### config.mk
export PLATFORM = sky130hd
export DESIGN_NAME = reg_bank_ctr
export DESIGN_NICKNAME = d
export VERILOG_FILES = /design/src/rtl/reg_bank_ctr.sv
export SDC_FILE = /design/constraint.sdc
export NUM_CORES = 1
export LEC_CHECK = 0
export CORE_UTILIZATION = 35
export DETAILED_ROUTE_END_ITERATION = 10
export GPL_ROUTABILITY_DRIVEN = 0
export GPL_TIMING_DRIVEN = 0
export HOLD_SLACK_MARGIN = 0.12
export SKIP_LAST_GASP = 1
export SYNTH_ARGS = -nofsm -noshare
export SYNTH_HDL_FRONTEND = slang
export SYNTH_SLANG_ARGS = --single-unit
export TNS_END_PERCENT = 30
### constraint.sdc
create_clock -name clk -period 3.9 [get_ports clk]
set_input_delay 0.975 -clock clk [delete_from_list [all_inputs] [get_ports clk]]
set_output_delay 0.975 -clock clk [all_outputs]
set_load 0.01 [all_outputs]
### src/rtl/reg_bank_ctr.sv
// reg_bank_ctr: bank of loadable up/down counters sharing one write bus,
// with sticky wrap flags, two indexed read ports and a flat view.
module reg_bank_ctr #(
  parameter int WIDTH = 16,
  parameter int COUNT = 4,
  parameter int SELW  = (COUNT > 1) ? $clog2(COUNT) : 1,
  parameter logic [WIDTH-1:0] RESET_VAL = '0
) (
  input  logic                          clk,
  input  logic                          rst_n,
  input  logic [WIDTH-1:0]              data,
  input  logic [COUNT-1:0]              LDR,
  input  logic [COUNT-1:0]              INC,
  input  logic [COUNT-1:0]              DEC,
  input  logic [SELW-1:0]               ra_sel,
  input  logic [SELW-1:0]               rb_sel,
  output logic [COUNT-1:0][WIDTH-1:0]   R,
  output logic [WIDTH-1:0]              RA,
  output logic [WIDTH-1:0]              RB,
  output logic [COUNT-1:0]              WRAP
);

  localparam logic [WIDTH-1:0] ONES = '1;
  localparam logic [WIDTH-1:0] ZERO = '0;
  localparam logic [WIDTH-1:0] STEP = WIDTH'(1);

  logic [COUNT-1:0][WIDTH-1:0] r_q, r_d;
  logic [COUNT-1:0]            wrap_q, wrap_d;
  logic [COUNT-1:0]            up, dn;

  // Load wins; INC and DEC together cancel to a hold.
  assign up = ~LDR & INC & ~DEC;
  assign dn = ~LDR & DEC & ~INC;

  always_comb begin
    r_d    = r_q;
    wrap_d = wrap_q;
    for (int i = 0; i < COUNT; i++) begin
      unique case (1'b1)
        LDR[i]: begin
          r_d[i]    = data;
          wrap_d[i] = 1'b0;
        end
        up[i]: begin
          r_d[i]    = r_q[i] + STEP;
          wrap_d[i] = wrap_q[i] | (r_q[i] == ONES);
        end
        dn[i]: begin
          r_d[i]    = r_q[i] - STEP;
          wrap_d[i] = wrap_q[i] | (r_q[i] == ZERO);
        end
        default: ;
      endcase
    end
  end

  always_ff @(posedge clk) begin
    if (!rst_n) begin
      r_q    <= {COUNT{RESET_VAL}};
      wrap_q <= '0;
    end else begin
      r_q    <= r_d;
      wrap_q <= wrap_d;
    end
  end

  // Out-of-range selects match no register and read as zero.
  always_comb begin
    RA = '0;
    RB = '0;
    for (int i = 0; i < COUNT; i++) begin
      if (ra_sel == SELW'(i)) RA = r_q[i];
      if (rb_sel == SELW'(i)) RB = r_q[i];
    end
  end

  assign R    = r_q;
  assign WRAP = wrap_q;

endmodule
[Yosys cells after proc, flatten, opt, wreduce, memory -nomap -nowiden]
Cells that the tools add are included.
Storage, ports and cells
  bits in registers: 68
  bits in latches: 0
  RAM bits: 0
  bits in read-only memories: 0
  word-level logic and storage cells: 67
  memories: 0
Operators by class
  add/sub/neg operators: 8
  multipliers: 0
  divide/modulo/power cells: 0
  $lt $le $gt $ge: 0
  equal/unequal tests: 10
  shifts and indexed selects: 0
  multiplexer cells: 16
  bitwise operators: 15
  reduce and logical (&&, ||, !) cells: 10
Operators with widths (count)
  16-bit one-hot mux with 3 select lines: 4
  16-bit 2-to-1 mux: 8
  16-bit by 1-bit adder with 16-bit output (second input constant): 4
  16-bit == test (second input constant): 4
  16-bit logical NOT: 4
  16-bit by 1-bit subtractor with 16-bit output (second input constant): 4
  4-bit bitwise AND: 4
  4-bit inverter: 3
  1-bit one-hot mux with 3 select lines: 4
  3-bit nonzero test: 4
  2-bit == test (second input constant): 4
  1-bit bitwise OR: 8
  2-bit by 1-bit == test with 1-bit output (second input constant): 2
  2-bit logical NOT: 2

[Longest topological paths before layout]
Gate-level depths: netlist (run 1).
  word-level depth: 5
  depth in mapped cells: 11
  mapped depth without buffers: 10

[Worst setup path before layout (run 1)]
Ideal clock, no wire load.
  path type: input -> register
  from: in LDR[2]
  to: reg r_q, in the netlist R[46]
  arrival time: 3.461 ns
  required time: 3.781 ns
  path slack: 0.321 ns
  stages: 10
  path buffers: 1
  path through: clkbuf_1 > nor2_1 > ha_1 > a21o_1 > a21oi_1 > o21ai_0 > a31oi_1 > nor4b_1 > a41o_1 > o221a_2
Between the ends
  cells in the longest elaborated chain, start to end: 4
  elaborated cells between the ends (all ways): 7
  those cells by class: mux (1); bitwise (5); reduce/logical (1)
Ends and longest elaborated chain
  start, declared: RTL line 12  | input logic [COUNT-1:0] LDR,
  4-bit inverter: RTL line 32, 33
  4-bit bitwise AND (on tied branches) (2 in a row): RTL line 33, 32
  16-bit one-hot mux with 3 select lines / 3-bit nonzero test (equally long branches)
  end signal, assigned: RTL line 59  | r_q <= {COUNT{RESET_VAL}};
  end signal, assigned: RTL line 62  | r_q <= r_d;
  end, declared: RTL line 27  | logic [COUNT-1:0][WIDTH-1:0] r_q, r_d;
Parallel ways exist; a longest one is shown, timed or not.
A chain may end at the register's enable or synchronous reset.

[Worst setup path after layout (run 1)]
  from: in ra_sel[0]
  to: out RA[7]
Between the ends
  cells in the longest elaborated chain, start to end: 5
  elaborated cells between the ends (all ways): 8
  those cells by class: eq/ne (3); mux (4); reduce/logical (1)
Ends and longest elaborated chain
  start, declared: RTL line 15  | input logic [SELW-1:0] ra_sel,
  2-bit logical NOT: RTL line 72  | if (ra_sel == SELW'(i)) RA = r_q[i];
  16-bit 2-to-1 mux (3 in a row): RTL line 72
  16-bit 2-to-1 mux (*): RTL line 72
  end, declared: RTL line 18  | output logic [WIDTH-1:0] RA,
Every way passes the cells marked *; elsewhere a longest branch is shown, timed or not.

==> qor.txt, run 1 <==
non-filler instance count after layout: 1235
Max Clock Skew: 6.737 ps
Mapped Nets: 924
count leader, synth: a21oi_1
PD cells: 314.2 nW/um^2
clk buf depth: 2
switching share of power: 35.95%
Startpoint Class: primary input
Reg-to-Reg End: R[14]
Cells after DPL: 1216
ANT nets after route: 0
post-synthesis cell count: 830
FF-to-FF setup slack: 1290 ps
Bufs and invs on worst path: 3
CP Cell Sequence: clkbuf_1 -> clkbuf_2 -> mux4_2 -> clkdlybuf4s50_1
worst slew pin tran: 813.5 ps
IR Drop Worst-Case VDD: 0.0001791 V
outcome: finished clean
Worst Hold Depth: 1
Crit Path Class: primary input to output port
Detailed Place HPWL: 20700 um
Vias/cell: 5.980
DRC viols: 0
Critical-path top delay cell: clkdlybuf4s50_1
Routed WL: 26640 um
CTS tree: done
worst hold path class: register to register
Core Util, Final: 46.32%
final setup vio count: 0
Commonest cells post-synth: 85 x a21oi_1, 78 x o21ai_0, 73 x nand2_1, 68 x dfxtp_1
Worst path max stage delay: 510 ps
Seq/Total Area, Yosys: 20.01%
All-Layer GR Usage: 26.70%
Critical Path RT: 2920 ps
Post-synth EDFFs: 0
wire per inst: 21.57 um
top cells by area, synth: dfxtp_1 20%, ha_1 10%, mux4_2 9.9%, a21oi_1 6.3%, o21ai_0 5.7%
Clock Pin Slew Worst Setup and Hold Paths: 60 ps
share of layout cells above drive strength 1: 7.795%
most common flop cell mapped by yosys: dfxtp_1
clock network power share: 30.7%
# H-tree levels: 3
critical path's top delay family: buffers and inverters
Die Y: 141.4 um
CP Capture Type: output port
number of clock sinks: 68
Slew HR: 45.38%
Pre-antenna DRT Iters: 5
Leakage: 3.462 nW
Comb power frac: 36.3%
Clock Latency Late Sink: 340 ps
full die area: 20000 um^2
Core ar.: 18890 um^2
io pins: 134
initial antenna violation count: 0
P&R area growth vs syn: 28.63%
top cell type's share of synthesized area: 20.01%
WP depth: 4
Final Hold Fails: 0
Final Power: 2.750 mW
GRT overflow: 0
max-cap viol count: 0
Seq cells post-synth: 68
Yosys cell types: 71
first-pass GRT wire length: 40270 um
Final period util: 96.18%
CTS root buffer: clkbuf_16
Syn Area/Cell: 8.198 um^2
area leader, netlist: dfxtp_1
r2r worst-path depth: 8
hold path start: WRAP[3]
Hold EP: WRAP[3]
nets: 1064
initial drt markers: 584
yosys warns: 0
RSZ-0062 raised after global routing: yes
CTS Buf Count: 9
Mapped Area: 6804 um^2
worst r2r src: R[0]
Horiz. Die Dim: 141.4 um
Int Pwr: 1.762 mW
largest net degree at the start of global routing: 19
max-slew violation count: 0
CP arrival: 2780 ps
vias in the first global route: 6905
Async SR Flop Fraction: 0%
initial core utilization: 36.01%
CTS Hold Bufs: 0
routed vias: 7385
IO buf count: 126
Sw Pwr: 0.9888 mW
row count: 50
minimum clock period after layout: 3751 ps
sequential share of power: 33.0%
Critical Path Fanout Max: 10
Fmax: 266.6 MHz
# diodes: 0
-- how the worst max path moves through the flow --
stage	end	slack, ps	from
3_3_place_gp	R[47]	-890	INC[2]
2_1_floorplan	R[46]	320	LDR[2]
6_report	RA[7]	150	ra_sel[0]
5_1_grt	R[47]	-150	INC[2]
3_5_place_dp	R[47]	-890	INC[2]
4_1_cts	RA[7]	-40	ra_sel[1]
-- layout by cell type (no fill, tap or decap), types with 24 or more instances in the layout --
master / count
nor2_1: 52
mux4_2: 30
clkbuf_1: 33
ha_1: 56
clkdlybuf4s50_1: 126
nand3_1: 24
dfxtp_1: 68
a21oi_1: 85
o21ai_0: 78
xnor2_1: 33
nand2_1: 73
-- through the flow --
| step | area (um^2) | hold slack (ps) | TNS, ps | setup slack, ps |
|---|---|---|---|---|
| floorplan | 6804 | 520.8 | 0 | 320.7 |
| global placement | 8391 | 475.4 | -21680 | -886.9 |
| detailed placement | 8391 | 484.1 | -23210 | -888.6 |
| CTS | 8720 | 499.5 | -398.0 | -39.36 |
| global route | 8752 | 517.1 | -207.7 | -154.5 |
| finish | 8752 | 494.3 | 0 | 148.9 |
-- registers in the layout, summed over array words and instances, names as in the netlist --
register / flops
R: 64
WRAP: 4
-- worst reg2reg max path, delay by kind of cell (launching register included) --
family          cells  cell delay (ps)
compound gates      6             1160
fa+ha+maj           1              550
flops               1              490
mux                 1              340
-- logic make-up after synthesis --
logic type      share of synthesized area [%]
fa+ha+maj                               11.47
mux                                     11.16
xor+xnor                                6.951
compound gates                          28.54
flops                                   20.01
buf+inv                                 3.181
simple gates                            18.68
-- metal layers --
layer	vias up	GRT usage [%]	share of wire (%)
met5	-	0	0
li1	3477	-	-
met2	307	41.09	44
met3	50	5.265	8.4
met1	3551	36.28	44
met4	0	11.60	3.1
-- power groups by stage --
stage               Combinational, mW  Clock (mW)  Sequential (mW)
floorplan                       0.568           0            0.876
global placement                0.976           0            0.914
detailed placement              0.977           0            0.915
CTS                             0.987       0.850            0.902
global route                     1.08       0.875            0.913
finish                          0.999       0.844            0.908
-- timing repair --
action / in CTS / in global routing
setup endpoints to repair: 53 / 31
pin swaps: 0 / 1
setup buffers: 0 / 3
gates resized for setup: 7 / 8
-- layout make-up --
type | instances | area (um^2)
fillers | 1909 | 10140
multi-input cells | 706 | 5256
flip-flops and latches | 68 | 1361
repair buffers | 129 | 1284
well taps | 260 | 325.3
clock buffers | 12 | 256.5
plain buffers | 42 | 168.9
inverters | 14 | 52.55
clock inverters | 4 | 47.55
(Power assumes the default switching activity.)
==> run 2: changes to the inputs <==
--- a/config.mk
+++ b/config.mk
@@ -5,7 +5,7 @@
 export SDC_FILE = /design/constraint.sdc
 export NUM_CORES = 1
 export LEC_CHECK = 0
-export CORE_UTILIZATION = 35
+export CORE_UTILIZATION = 25
 export DETAILED_ROUTE_END_ITERATION = 10
 export GPL_ROUTABILITY_DRIVEN = 0
 export GPL_TIMING_DRIVEN = 0
==> run 2 against run 1 <==
  * Sequential share of layout area down 0.051 points
  * Global-route usage down 7.4 points
  * Critical endpoint is now RB[8]
  * Setup slack worse by 150 ps
  * The flow now finishes with violations (negative setup slack)
  * Register-to-register slack worse by 40 ps
==> qor.txt, run 2 (synthesis gave the netlist of run 1 again) <==
GRT overflow: 0 (unchanged)
Final period util: 100.1% (was 96.18%)
CP arrival: 2930 ps (was 2780 ps)
worst r2r src: R[48] (was R[0])
io pins: 134 (unchanged)
Reg-to-Reg End: R[62] (was R[14])
clk buf depth: 2 (unchanged)
IO buf count: 126 (unchanged)
Hold EP: WRAP[3] (unchanged)
RSZ-0062 raised after global routing: yes (unchanged)
setup slack after layout: -4.357 ps (was 148.9 ps)
Max Clock Skew: 4.621 ps (was 6.737 ps)
CTS Buf Count: 9 (unchanged)
PD cells: 302.3 nW/um^2 (was 314.2 nW/um^2)
# H-tree levels: 3 (unchanged)
switching share of power: 37.60% (was 35.95%)
full die area: 27880 um^2 (was 20000 um^2)
Fmax: 256.1 MHz (was 266.6 MHz)
Critical Path RT: 2920 ps (about the same)
P&R area growth vs syn: 29.05% (was 28.63%)
Core ar.: 26800 um^2 (was 18890 um^2)
vias in the first global route: 6912 (was 6905)
max-slew violation count: 0 (unchanged)
largest net degree at the start of global routing: 19 (unchanged)
All-Layer GR Usage: 19.27% (was 26.70%)
Comb power frac: 37.9% (was 36.3%)
Slew HR: 45.01% (was 45.38%)
initial drt markers: 698 (was 584)
design area: 8781 um^2 (was 8752 um^2)
Setup TNS Final: -4.396 ps (was 0 ps)
Horiz. Die Dim: 167.0 um (was 141.4 um)
Critical Path Fanout Max: 10 (unchanged)
worst slew pin tran: 819.0 ps (was 813.5 ps)
row count: 60 (was 50)
failing checks: negative setup slack
ANT nets after route: 0 (unchanged)
postcts setup bufs: 0 (unchanged)
initial antenna violation count: 2 (was 0)
max FFs per register: 64 (unchanged)
Clock Pin Slew Worst Setup and Hold Paths: 60 ps (about the same)
number of clock sinks: 68 (unchanged)
Int Pwr: 1.657 mW (was 1.762 mW)
Worst Hold Depth: 1 (unchanged)
outcome: finished, violations left (was finished clean)
worst hold path class: register to register (unchanged)
minimum clock period after layout: 3904 ps (was 3751 ps)
Vias/cell: 5.705 (was 5.980)
Startpoint Class: primary input (unchanged)
CTS tree: done (unchanged)
Final Hold Fails: 0 (unchanged)
Final Power: 2.655 mW (was 2.750 mW)
r2r worst-path depth: 8 (unchanged)
IR Drop Worst-Case VDD: 0.0001789 V (was 0.0001791 V)
final setup vio count: 2 (was 0)
CTS root buffer: clkbuf_16 (unchanged)
clock network power share: 27.7% (was 30.7%)
max-cap viol count: 0 (unchanged)
CTS Hold Bufs: 0 (unchanged)
commonest non-fill, non-tap cell in the layout: clkdlybuf4s50_1 (unchanged)
FF-to-FF setup slack: 1250 ps (was 1290 ps)
Leakage: 3.419 nW (was 3.462 nW)
nets: 1061 (was 1064)
wire per inst: 20.98 um (was 21.57 um)
hold path start: WRAP[3] (unchanged)
sequential share of power: 34.3% (was 33.0%)
Crit Path Class: primary input to output port (unchanged)
Detailed Place HPWL: 21690 um (was 20700 um)
share of layout cells above drive strength 1: 7.003% (was 7.795%)
placed cell areas: 8492 um^2 (was 8391 um^2)
CP Capture Type: output port (unchanged)
first-pass GRT wire length: 40990 um (was 40270 um)
Pre-antenna DRT Iters: 5 (unchanged)
Setup WS pre-CTS: -817.3 ps (was -888.6 ps)
routed vias: 7496 (was 7385)
DRC viols: 0 (unchanged)
commonest non-fill, non-tap cells in the layout: 126 x clkdlybuf4s50_1, 85 x a21oi_1, 78 x o21ai_0, 73 x nand2_1, 68 x dfxtp_1 (unchanged)
initial core utilization: 25.39% (was 36.01%)
Routed WL: 27570 um (was 26640 um)
Clock Latency Late Sink: 340 ps (about the same)
Die Y: 167.0 um (was 141.4 um)
Sw Pwr: 0.9981 mW (was 0.9888 mW)
run 2: area by class of cell:
type                            instances  area [um^2]
Buffer                                 42        166.4
Multi-Input combinational cell        706         5256
Tap cell                              341        426.7
Sequential cell                        68         1361
Clock buffer                           12        236.5
Timing Repair Buffer                  126         1261
Clock inverter                          3        15.01
Antenna cell                            2        5.005
Inverter                               14        52.55
Fill cell                            2770        18020
run 2: how the worst max path moves through the flow:
stage | startpoint | endpoint | slack (ps) | cells after the start
4_1_cts | ra_sel[1] | RA[7] | -40 | 4
3_3_place_gp | INC[2] | R[47] | -800 | 11
2_1_floorplan | LDR[2] | R[46] | 320 | 10
5_1_grt | INC[2] | R[47] | -110 | 11
3_5_place_dp | INC[2] | R[47] | -820 | 11
6_report | rb_sel[0] | RB[8] | -4 | 4
run 2: metal layers:
layer | up-vias | global-route usage, % | routed length [um]
met3 | 58 | 4.824 | 2838
met5 | - | 0 | 0
met2 | 367 | 30.13 | 12150
met1 | 3608 | 25.39 | 11590
li1 | 3463 | - | -
met4 | 0 | 7.367 | 994
run 2: through the flow:
step | hold WS [ps] | util (%) | cells
2_1_floorplan | 520.8 | - | 830
3_3_place_gp | 484.9 | 31.69 | 1297
3_5_place_dp | 481.5 | 31.69 | 1297
4_1_cts | 494.7 | 32.72 | 1312
5_1_grt | 541.0 | 32.75 | 1312
6_report | 506.7 | 32.76 | 1314
run 2: critical path: stages:
cell             delay [ps]
buf_1                   450
clkbuf_1                520
mux4_2                  460
clkdlybuf4s50_1         510
run 2: repair_timing:
action / CTS / global route
endpoints found under the setup margin: 46 / 27
resized for setup: 7 / 4
pin swaps: 0 / 0
run 2: power groups by stage:
stage / registers, mW / logic (mW) / clock network, mW
detailed placement: 0.921 / 0.985 / 0
finish: 0.912 / 1.01 / 0.736
global route: 0.917 / 1.09 / 0.763
floorplan: 0.876 / 0.568 / 0
global placement: 0.918 / 0.979 / 0
CTS: 0.906 / 0.995 / 0.735
==> run 3: changes to the inputs <==
--- a/config.mk
+++ b/config.mk
@@ -5,11 +5,14 @@
 export SDC_FILE = /design/constraint.sdc
 export NUM_CORES = 1
 export LEC_CHECK = 0
+export CELL_PAD_IN_SITES_DETAIL_PLACEMENT = 1
+export CELL_PAD_IN_SITES_GLOBAL_PLACEMENT = 2
 export CORE_UTILIZATION = 25
 export DETAILED_ROUTE_END_ITERATION = 10
 export GPL_ROUTABILITY_DRIVEN = 0
 export GPL_TIMING_DRIVEN = 0
 export HOLD_SLACK_MARGIN = 0.12
+export PLACE_DENSITY_LB_ADDON = 0.1
 export SKIP_LAST_GASP = 1
 export SYNTH_ARGS = -nofsm -noshare
 export SYNTH_HDL_FRONTEND = slang
==> run 3 against run 2 <==
  * The flow now finishes without violations
  * First-iteration DRC count fell by 21%
  * Wire length grew 20%
  * Setup slack improved by 50 ps
  * Clock power grew 20%
  * Final area grew 1.4%
  * Via count is essentially flat
  * Sequential power increased by 2%
  * Flip-flop and latch count stayed put
  * Final cell count is 0.30% higher
  * Clock-buffer cell count fell by 1
  * Sequential share of layout area shrank 0.21 points
  * Largest cell class unchanged
==> qor.txt, run 3 (synthesis gave the netlist of run 1 again) <==
IR Drop Worst-Case VDD: 0.0002097 V (was 0.0001789 V)
final setup vio count: 0 (was 2)
full die area: 27880 um^2 (unchanged)
worst hold path class: register to register (unchanged)
largest net degree at the start of global routing: 19 (unchanged)
CP arrival: 2880 ps (was 2930 ps)
CP Capture Type: output port (unchanged)
initial antenna violation count: 3 (was 2)
# H-tree levels: 3 (unchanged)
Max Clock Skew: 5.953 ps (was 4.621 ps)
CTS Buf Count: 9 (unchanged)
Detailed Place HPWL: 25540 um (was 21690 um)
Layout fillers: 3181 (was 2770)
Core ar.: 26800 um^2 (unchanged)
DRC viols: 0 (unchanged)
initial drt markers: 551 (was 698)
number of clock sinks: 68 (unchanged)
CTS root buffer: clkbuf_16 (unchanged)
design area: 8904 um^2 (was 8781 um^2)
Final Hold Fails: 0 (unchanged)
minimum clock period after layout: 3854 ps (was 3904 ps)
initial core utilization: 25.39% (unchanged)
row count: 60 (unchanged)
max-cap viol count: 0 (unchanged)
All-Layer GR Usage: 23.76% (was 19.27%)
CTS tree: done (unchanged)
worst slew pin tran: 860.5 ps (was 819.0 ps)
non-filler instance count after layout: 1318 (was 1314)
Crit Path Class: primary input to output port (unchanged)
outcome: finished clean (was finished, violations left)
IO buf count: 126 (unchanged)
CTS Hold Bufs: 0 (unchanged)
io pins: 134 (unchanged)
ANT nets after route: 0 (unchanged)
Clock Latency Late Sink: 350 ps (was 340 ps)
Die Y: 167.0 um (unchanged)
Fmax: 259.4 MHz (was 256.1 MHz)
wire per inst: 25.12 um (was 20.98 um)
Cells after DPL: 1298 (was 1297)
share of layout cells above drive strength 1: 8.291% (was 7.003%)
P&R area growth vs syn: 30.86% (was 29.05%)
GRT overflow: 0 (unchanged)
commonest non-fill, non-tap cells in the layout: 126 x clkdlybuf4s50_1, 84 x a21oi_1, 76 x o21ai_0, 73 x nand2_1, 68 x dfxtp_1 (was 126 x clkdlybuf4s50_1, 85 x a21oi_1, 78 x o21ai_0, 73 x nand2_1, 68 x dfxtp_1)
Critical Path Fanout Max: 10 (unchanged)
Vias/cell: 5.690 (was 5.705)
Routed WL: 33110 um (was 27570 um)
vias in the first global route: 7631 (was 6912)
clk buf depth: 2 (unchanged)
RSZ-0062 raised after global routing: yes (unchanged)
Final period util: 98.83% (was 100.1%)
Horiz. Die Dim: 167.0 um (unchanged)
nets: 1066 (was 1061)
placed cell areas: 8502 um^2 (was 8492 um^2)
commonest non-fill, non-tap cell in the layout: clkdlybuf4s50_1 (unchanged)
first-pass GRT wire length: 49310 um (was 40990 um)
Slew HR: 42.22% (was 45.01%)
Pre-antenna DRT Iters: 6 (was 5)
# diodes: 0 (was 2)
max-slew violation count: 0 (unchanged)
Leakage: 3.478 nW (was 3.419 nW)
PD cells: 318.5 nW/um^2 (was 302.3 nW/um^2)
Critical Path RT: 2920 ps (about the same)
max FFs per register: 64 (unchanged)
Clock Pin Slew Worst Setup and Hold Paths: 60 ps (about the same)
routed vias: 7499 (was 7496)
Startpoint Class: primary input (unchanged)
run 3: cell types whose count changed in the layout (fill, tap and decap cells not counted), moves of 2 or more:
cell / delta
clkinv_4: +2
o21ai_1: +2
buf_4: +4
o21ai_0: -2
clkbuf_8: +2
clkbuf_1: -4
clkinv_2: -2
diode_2: -2
run 3: path summary, 6_finish.rpt:
| kind | end | startpoint | depth (start not counted) | slack, ps |
|---|---|---|---|---|
| min reg2reg | WRAP[3] | WRAP[3] | 1 | 520 |
| max | RB[4] | rb_sel[0] | 4 | 50 |
| min | WRAP[3] | WRAP[3] | 1 | 520 |
| max reg2reg | R[14] | R[0] | 8 | 1160 |
run 3: area by class of cell:
class | count | area [um^2] | share of cell area [%]
repair buffers | 131 | 1311 | 14.73
well taps | 341 | 426.7 | 4.792
clock inverters | 5 | 60.06 | 0.6745
multi-input cells | 706 | 5271 | 59.20
flip-flops and latches | 68 | 1361 | 15.29
inverters | 14 | 52.55 | 0.5902
plain buffers | 42 | 167.7 | 1.883
clock buffers | 11 | 252.7 | 2.839
run 3: repair_timing:
action                                  4_1_cts  5_1_grt
gates resized for setup                       5       12
buffers inserted                              0        4
endpoints found under the setup margin       48       39
pin swaps                                     0        2
run 3: where the power goes:
group	internal, mW	switching, mW	leakage [nW]
Clock	0.531	0.348	0.152
Combinational	0.484	0.543	2.76
Sequential	0.753	0.177	0.564
Total	1.77	1.07	3.48
run 3: per-layer routing:
metal | vias to the layer above | GRT usage, % | part of all wire [%]
met5 | - | 0 | 0
met4 | 0 | 7.126 | 2.5
met3 | 40 | 3.303 | 4.3
met2 | 243 | 38.29 | 45
met1 | 3735 | 32.70 | 48
li1 | 3481 | - | -
run 3: worst max-delay path: stages:
cell and delay [ps]:
buf_1 380, clkbuf_1 550, mux4_2 460, clkdlybuf4s50_1 510
run 3: through the flow:
step	utilization [%]	total power, mW	hold WS (ps)	setup slack, ps	TNS, ps
3_3_place_gp	31.69	1.957	515.7	-1165	-37410
2_1_floorplan	-	1.443	520.8	320.7	0
4_1_cts	32.96	2.847	533.6	-61.93	-944.1
3_5_place_dp	31.72	1.961	507.1	-1038	-25830
6_report	33.22	2.836	524.0	45.55	0
5_1_grt	33.22	2.972	564.8	-145.4	-620.7
